**src/rtl/instr_fetch_if.sv**
```systemverilog
// Instruction issue channel between the fetch unit and the execute stage.
// Latency: none; this is a bundle of wires.
// Backpressure: the execute stage holds off the fetch unit by keeping ir_ready low.
//
// Signals:
//   ir       - 32-bit instruction word from the fetch unit
//   ir_valid - ir holds a valid instruction
//   ir_ready - execute stage accepts ir this cycle
//   ill_op   - presented opcode is outside the supported set (qualify with ir_valid)
interface instr_fetch_if;
  logic [31:0] ir;
  logic        ir_valid;
  logic        ir_ready;
  logic        ill_op;

  // Fetch unit drives the word and its qualifiers, and samples ready.
  modport master (
    output ir,
    output ir_valid,
    output ill_op,
    input  ir_ready
  );

  // Execute stage consumes the word and drives ready.
  modport slave (
    input  ir,
    input  ir_valid,
    input  ill_op,
    output ir_ready
  );
endinterface

```
**src/rtl/instr_fetch.sv**
```systemverilog
// Instruction fetch/issue unit: walks a loadable program memory and issues words to execute.
// Latency: start at edge N -> first ir_valid after edge N+1; one word per 2 cycles at best.
// Backpressure: ISSUE holds ir/ill_op/pc stable while ir_ready is low; nothing is dropped.
//
// Ports:
//   clk, rst_n          - clock, asynchronous active-low reset
//   load_en/addr/data   - program memory write port, accepted only while idle
//   prog_len            - number of words to issue, sampled on an accepted start
//   start               - begin a run from address 0, accepted only while idle
//   iss                 - issue channel (ir, ir_valid, ir_ready, ill_op)
//   pc                  - address of the word being fetched or presented
//   busy                - high whenever not idle
//   done                - one-cycle pulse after the last word is accepted
module instr_fetch #(
  parameter int DEPTH  = 16,
  parameter int ADDR_W = 4
) (
  input  logic              clk,
  input  logic              rst_n,
  input  logic              load_en,
  input  logic [ADDR_W-1:0] load_addr,
  input  logic [31:0]       load_data,
  input  logic [ADDR_W:0]   prog_len,
  input  logic              start,
  instr_fetch_if.master     iss,
  output logic [ADDR_W-1:0] pc,
  output logic              busy,
  output logic              done
);

  typedef enum logic [1:0] {
    S_IDLE,
    S_FETCH,
    S_ISSUE,
    S_DONE
  } state_t;

  // Highest opcode the execute stage understands (movsgpr, mov, add, sub, mul).
  localparam logic [4:0] MAX_OPCODE = 5'd4;

  // DEPTH expressed in the width of prog_len so the clamp compares like widths.
  localparam logic [ADDR_W:0] DEPTH_W = (ADDR_W+1)'(DEPTH);

  state_t state_q;
  state_t state_d;

  logic [31:0]       mem [DEPTH];
  logic [31:0]       mem_rd;
  logic [ADDR_W-1:0] pc_q;
  logic [ADDR_W:0]   len_q;
  logic [ADDR_W:0]   len_clamped;
  logic [31:0]       ir_q;
  logic              ill_q;
  logic              last_word;

  // Datapath enables decoded by the FSM.
  logic start_acc;
  logic fetch_en;
  logic pc_inc;

  // --------------------------------------------------------------------------
  // Program memory: no reset, so a reset mid-run leaves the program intact.
  // A write in the same idle cycle as start lands before the first FETCH reads it.
  // --------------------------------------------------------------------------
  always_ff @(posedge clk) begin
    if (load_en && (state_q == S_IDLE)) begin
      mem[load_addr] <= load_data;
    end
  end

  assign mem_rd = mem[pc_q];

  // Runs longer than the memory stop at the last address instead of wrapping.
  assign len_clamped = (prog_len > DEPTH_W) ? DEPTH_W : prog_len;

  // len_q is never zero in ISSUE (zero-length runs skip straight to DONE),
  // so len_q - 1 cannot underflow where this is used.
  assign last_word = ({1'b0, pc_q} == (len_q - 1'b1));

  // --------------------------------------------------------------------------
  // FSM state register
  // --------------------------------------------------------------------------
  always_ff @(posedge clk or negedge rst_n) begin
    if (!rst_n) begin
      state_q <= S_IDLE;
    end else begin
      state_q <= state_d;
    end
  end

  // --------------------------------------------------------------------------
  // FSM next state and datapath enables
  // --------------------------------------------------------------------------
  always_comb begin
    state_d   = state_q;
    start_acc = 1'b0;
    fetch_en  = 1'b0;
    pc_inc    = 1'b0;
    case (state_q)
      S_IDLE: begin
        if (start) begin
          start_acc = 1'b1;
          state_d   = (len_clamped == '0) ? S_DONE : S_FETCH;
        end
      end
      S_FETCH: begin
        fetch_en = 1'b1;
        state_d  = S_ISSUE;
      end
      S_ISSUE: begin
        // ir_valid is implied by being in ISSUE, so ready alone completes a transfer.
        if (iss.ir_ready) begin
          if (last_word) begin
            state_d = S_DONE;
          end else begin
            pc_inc  = 1'b1;
            state_d = S_FETCH;
          end
        end
      end
      S_DONE: begin
        state_d = S_IDLE;
      end
      default: begin
        state_d = S_IDLE;
      end
    endcase
  end

  // --------------------------------------------------------------------------
  // Datapath registers: run length, program counter, presented word and flag.
  // ir and ill_op only change in FETCH, which keeps them stable across a stall.
  // --------------------------------------------------------------------------
  always_ff @(posedge clk or negedge rst_n) begin
    if (!rst_n) begin
      len_q <= '0;
      pc_q  <= '0;
      ir_q  <= '0;
      ill_q <= 1'b0;
    end else begin
      if (start_acc) begin
        len_q <= len_clamped;
        pc_q  <= '0;
      end else if (pc_inc) begin
        pc_q  <= pc_q + 1'b1;
      end
      if (fetch_en) begin
        ir_q  <= mem_rd;
        ill_q <= (mem_rd[31:27] > MAX_OPCODE);
      end
    end
  end

  // --------------------------------------------------------------------------
  // Outputs: all from registers or decoded state, none from ir_ready.
  // --------------------------------------------------------------------------
  assign iss.ir       = ir_q;
  assign iss.ill_op   = ill_q;
  assign iss.ir_valid = (state_q == S_ISSUE);
  assign pc           = pc_q;
  assign busy         = (state_q != S_IDLE);
  assign done         = (state_q == S_DONE);

endmodule
```
**src/flat_wrapper.sv**
```systemverilog
// flat-port wrapper written by rule: the top's interface ports become plain ports
module instr_fetch_flat 
#(
  parameter int DEPTH  = 16,
  parameter int ADDR_W = 4
)
  (clk, rst_n, load_en, load_addr, load_data, prog_len, start, pc, busy, done, iss_ir, iss_ir_valid, iss_ill_op, iss_ir_ready);
  instr_fetch_if iss_i ();
  input  logic clk;
  input  logic rst_n;
  input  logic load_en;
  input  logic [ADDR_W-1:0] load_addr;
  input  logic [31:0] load_data;
  input  logic [ADDR_W:0] prog_len;
  input  logic start;
  output logic [ADDR_W-1:0] pc;
  output logic busy;
  output logic done;
  output wire logic [$bits(iss_i.ir)-1:0] iss_ir;
  output wire logic [$bits(iss_i.ir_valid)-1:0] iss_ir_valid;
  output wire logic [$bits(iss_i.ill_op)-1:0] iss_ill_op;
  input wire logic [$bits(iss_i.ir_ready)-1:0] iss_ir_ready;
  assign iss_ir = iss_i.ir;
  assign iss_ir_valid = iss_i.ir_valid;
  assign iss_ill_op = iss_i.ill_op;
  assign iss_i.ir_ready = iss_ir_ready;
  instr_fetch #(.DEPTH(DEPTH), .ADDR_W(ADDR_W)) u_core (.clk(clk), .rst_n(rst_n), .load_en(load_en), .load_addr(load_addr), .load_data(load_data), .prog_len(prog_len), .start(start), .iss(iss_i), .pc(pc), .busy(busy), .done(done));
endmodule
```
**config.mk**
```make
export PLATFORM = sky130hd
export DESIGN_NAME = instr_fetch_flat
export DESIGN_NICKNAME = d
export VERILOG_FILES = /design/src/rtl/instr_fetch_if.sv /design/src/rtl/instr_fetch.sv /design/src/flat_wrapper.sv
export SDC_FILE = /design/constraint.sdc
export NUM_CORES = 1
export LEC_CHECK = 0
export CAP_MARGIN = 20
export CELL_PAD_IN_SITES_DETAIL_PLACEMENT = 1
export CELL_PAD_IN_SITES_GLOBAL_PLACEMENT = 1
export CORE_ASPECT_RATIO = 0.75
export CORE_MARGIN = 1.5
export CORE_UTILIZATION = 51
export CTS_CLUSTER_SIZE = 16
export DETAILED_ROUTE_END_ITERATION = 6
export GPL_TIMING_DRIVEN = 0
export PLACE_DENSITY = 0.79
export REMOVE_ABC_BUFFERS = 1
export SKIP_LAST_GASP = 1
export SLEW_MARGIN = 20
export SYNTH_ARGS = -nofsm -noshare
export SYNTH_HDL_FRONTEND = slang
export SYNTH_SLANG_ARGS = --single-unit
export TNS_END_PERCENT = 100
```
**constraint.sdc**
```tcl
create_clock -name clk -period 5.4 [get_ports clk]
set_clock_uncertainty 0.05 [all_clocks]
set_input_delay 1.08 -clock clk [delete_from_list [all_inputs] [get_ports clk]]
set_output_delay 1.08 -clock clk [all_outputs]
set_load 0.1 [all_outputs]
```
==> flow_summary.yaml <==
timing:
  fmax_ghz: 0.250
  hold_viol: 0
  min_period_ns: 4.01
  rsz0062_at_grt: "no"
  drv_slew: 0
  worst_pin_slew_ns: 0.993
  post-route-period-util_pct: 74.2
  setup_viol: 0
  slew_headroom_pct: 33.6
  holdWs_ns: 0.357
critical_path:
  critPathTopFamily: "buffers and inverters"
  cp-end-kind: "output port"
  cp_slowest_stage_delay_ns: 1.01
  worstPathArrival_ns: 2.88
  rr_startpoint: "u_core.state_q[0]"
  startpoint: "u_core.state_q[0]"
  cp_max_fo: 11
  worst_path_max_delay_cell: "clkdlybuf4s50_1"
  critPathKind: "reg2out"
  crit_required_ns: 4.27
  worst_setup_path_start_kind: "flip-flop"
  cp_cell_sequence: "nor2_1 > inv_1 > clkdlybuf4s50_1"
  cp_num_buf_inv: 2
power:
  pwr_density_cell_nw_per_um2: 478
  vdd_ir_drop_max_v: 0.000345
  p_leak_nw: 8.24
floorplanning:
  num_io_pins: 86
  fp.dieW_um: 239
  die_area_um2: 43000
  die_h_um: 180
  coreArea_um2: 41000
  start_util_pct: 51.9
  core.rowCount: 64
route:
  drt-total-wl_um: 55700
  wl_per_cell_um: 31.4
  ant_nets: 0
  via_per_inst: 6.26
  drt_iter0_drc: 1212
  drt-pass1-iter-count: 4
  num_vias: 11120
  drc_errors: 0
global_route:
  grt_pass1_vias: 11953
  grt_pass1_wl_um: 81900
  antenna_found_initial: 1
  track_usage_pct: 26.5
  grt-ovfl-total: 0
  grt_max_degree: 48
clock_network:
  cts_setup_buffers: 0
  numCtsBuffers: 52
  clk-insertion-delay-late_ns: 0.57
  clkTransAtPathRegs_ns: 0.07
  clock_path_buffers: 3
  cts_root_buf: "clkbuf_16"
  cts_resized: 0
  numClockSinks: 556
  cts_tree: "done"
  cts_max_level: 2
  ctsHoldBuffers: 0
synthesis:
  synth_top_area_share_pct: 72.3
  seq_area_frac_synth_pct: 77.4
  synthFlopType: "edfxtp_1"
  syn_area_um2: 21300
  ys_top_cells_by_area: "edfxtp_1, mux4_2, dfrtp_1, mux2i_1, o221ai_1"
  avgSynthCellArea_um2: 20.5
  synth.distinct_cells: 45
  yosys.area.top_type: "edfxtp_1"
  synthCells: 1036
  synth-edff-count: 512
  async_flop_share_pct: 7.91
  yosys_warnings: 0
  ys_ff_latch: 556
layout:
  final_util_pct: 61.9
  postLayoutCellArea_um2: 25400
  post_route_cells_drive_above_1_share_pct: 21.3
  layout_commonest_cell: "edfxtp_1"
  fin_cells: 1775
  final_cell_mix: "edfxtp_1, mux4_2, clkdlybuf4s50_1"
  nets: 1218
  area_growth_pct: 19.2
  fill_cells: 3469
placement:
  finalWeightedCongestion: 0.720
  dp.cells: 1677
  place_area_um2: 23600
  io_buffer_count: 85
  dp_hpwl_um: 33700
flow_run:
  maxCapViolCount: 0
min_path:
  hp-class: "in2async"
run_status:
  status: "completed"
[layer usage]
metal / GRT usage, % / wire length, µm / share of wire, % / vias to the layer above
met1: 36.1 / 22900 / 41 / 5952
met4: 7.29 / 1260 / 2.3 / 0
li1: - / - / - / 4603
met2: 43.7 / 28000 / 50 / 460
met3: 5.73 / 3540 / 6.4 / 105
met5: 0 / 0 / 0 / -
[registers in the layout, indices dropped and copies added (netlist names)]
name               count
u_core.iss.ill_op      1
u_core.iss.ir         32
u_core.len_q           5
u_core.mem           512
u_core.pc              4
u_core.state_q         2
[cell families (layout without fill, tap and decap cells)]
| group | after synthesis | count (layout) | synth area share [%] |
|---|---|---|---|
| AO/OA/AOI/OAI | 174 | 174 | 5.86 |
| multiplexers | 170 | 170 | 13.5 |
| other | 0 | 2 | 0 |
| XOR/XNOR | 4 | 4 | 0.165 |
| adder cells (fa/ha/maj) | 2 | 2 | 0.118 |
| AND/OR/NAND/NOR | 62 | 62 | 1.39 |
| flip-flops | 556 | 556 | 77.4 |
| buffers and inverters | 68 | 244 | 1.51 |
[worst reg2reg max path, stage by stage (launching register included)]
cell and delay [ns]:
dfrtp_1 0.47, nor2_1 0.68, nand4_1 0.62, nor3_2 0.60
buf_4 0.27, buf_4 0.22, buf_6 0.18
[power by group]
part | leakage [nW] | switching [mW] | internal, mW
clock network | 0.863 | 1.60 | 2.20
registers | 5.15 | 0.203 | 4.93
logic | 2.23 | 2.04 | 1.15
[metrics by stage]
step	worst slack (ns)	TNS (ns)	total power, mW
finish	1.39	0	12.1
global route	1.33	0	12.5
CTS	1.40	0	12.2
detailed placement	1.69	0	8.39
global placement	-5.56	-524.43	8.47
floorplan	-2.77	-93.42	7.75
[worst paths after layout]
path                                           to  slack (ns)  cells past startpoint
worst min register to register   u_core.iss.ir[3]        0.42                      1
min in group clk                 u_core.iss.ir[3]        0.42                      1
worst min-delay path            u_core.iss.ir[24]        0.36                      1
max in group asynchronous       u_core.iss.ir[26]        4.42                      2
worst max register to register  u_core.mem[3][15]        2.00                      6
worst max-delay path                         busy        1.39                      3
[layout make-up]
cell class	count	area, µm²	area share [%]
clock inverter	29	309	1.22
timing repair buffer	140	1770	6.98
inverter	8	30.0	0.118
antenna	2	5.00	0.0197
tap	561	702	2.77
sequential	556	16500	65.0
multi-input combinational	412	4600	18.1
clock buffer	67	1460	5.75
[synthesized netlist by cell type, types with 11 or more instances]
cell and n:
a211oi_1 27, a21o_1 27, buf_4 11, clkbuf_1 37
dfrtp_1 44, edfxtp_1 512, mux2i_1 75, mux4_2 94
nand2_1 16, nor2_1 19, o21ai_0 34, o221ai_1 27
o22ai_1 27
Power figures use the tool's default switching activity.
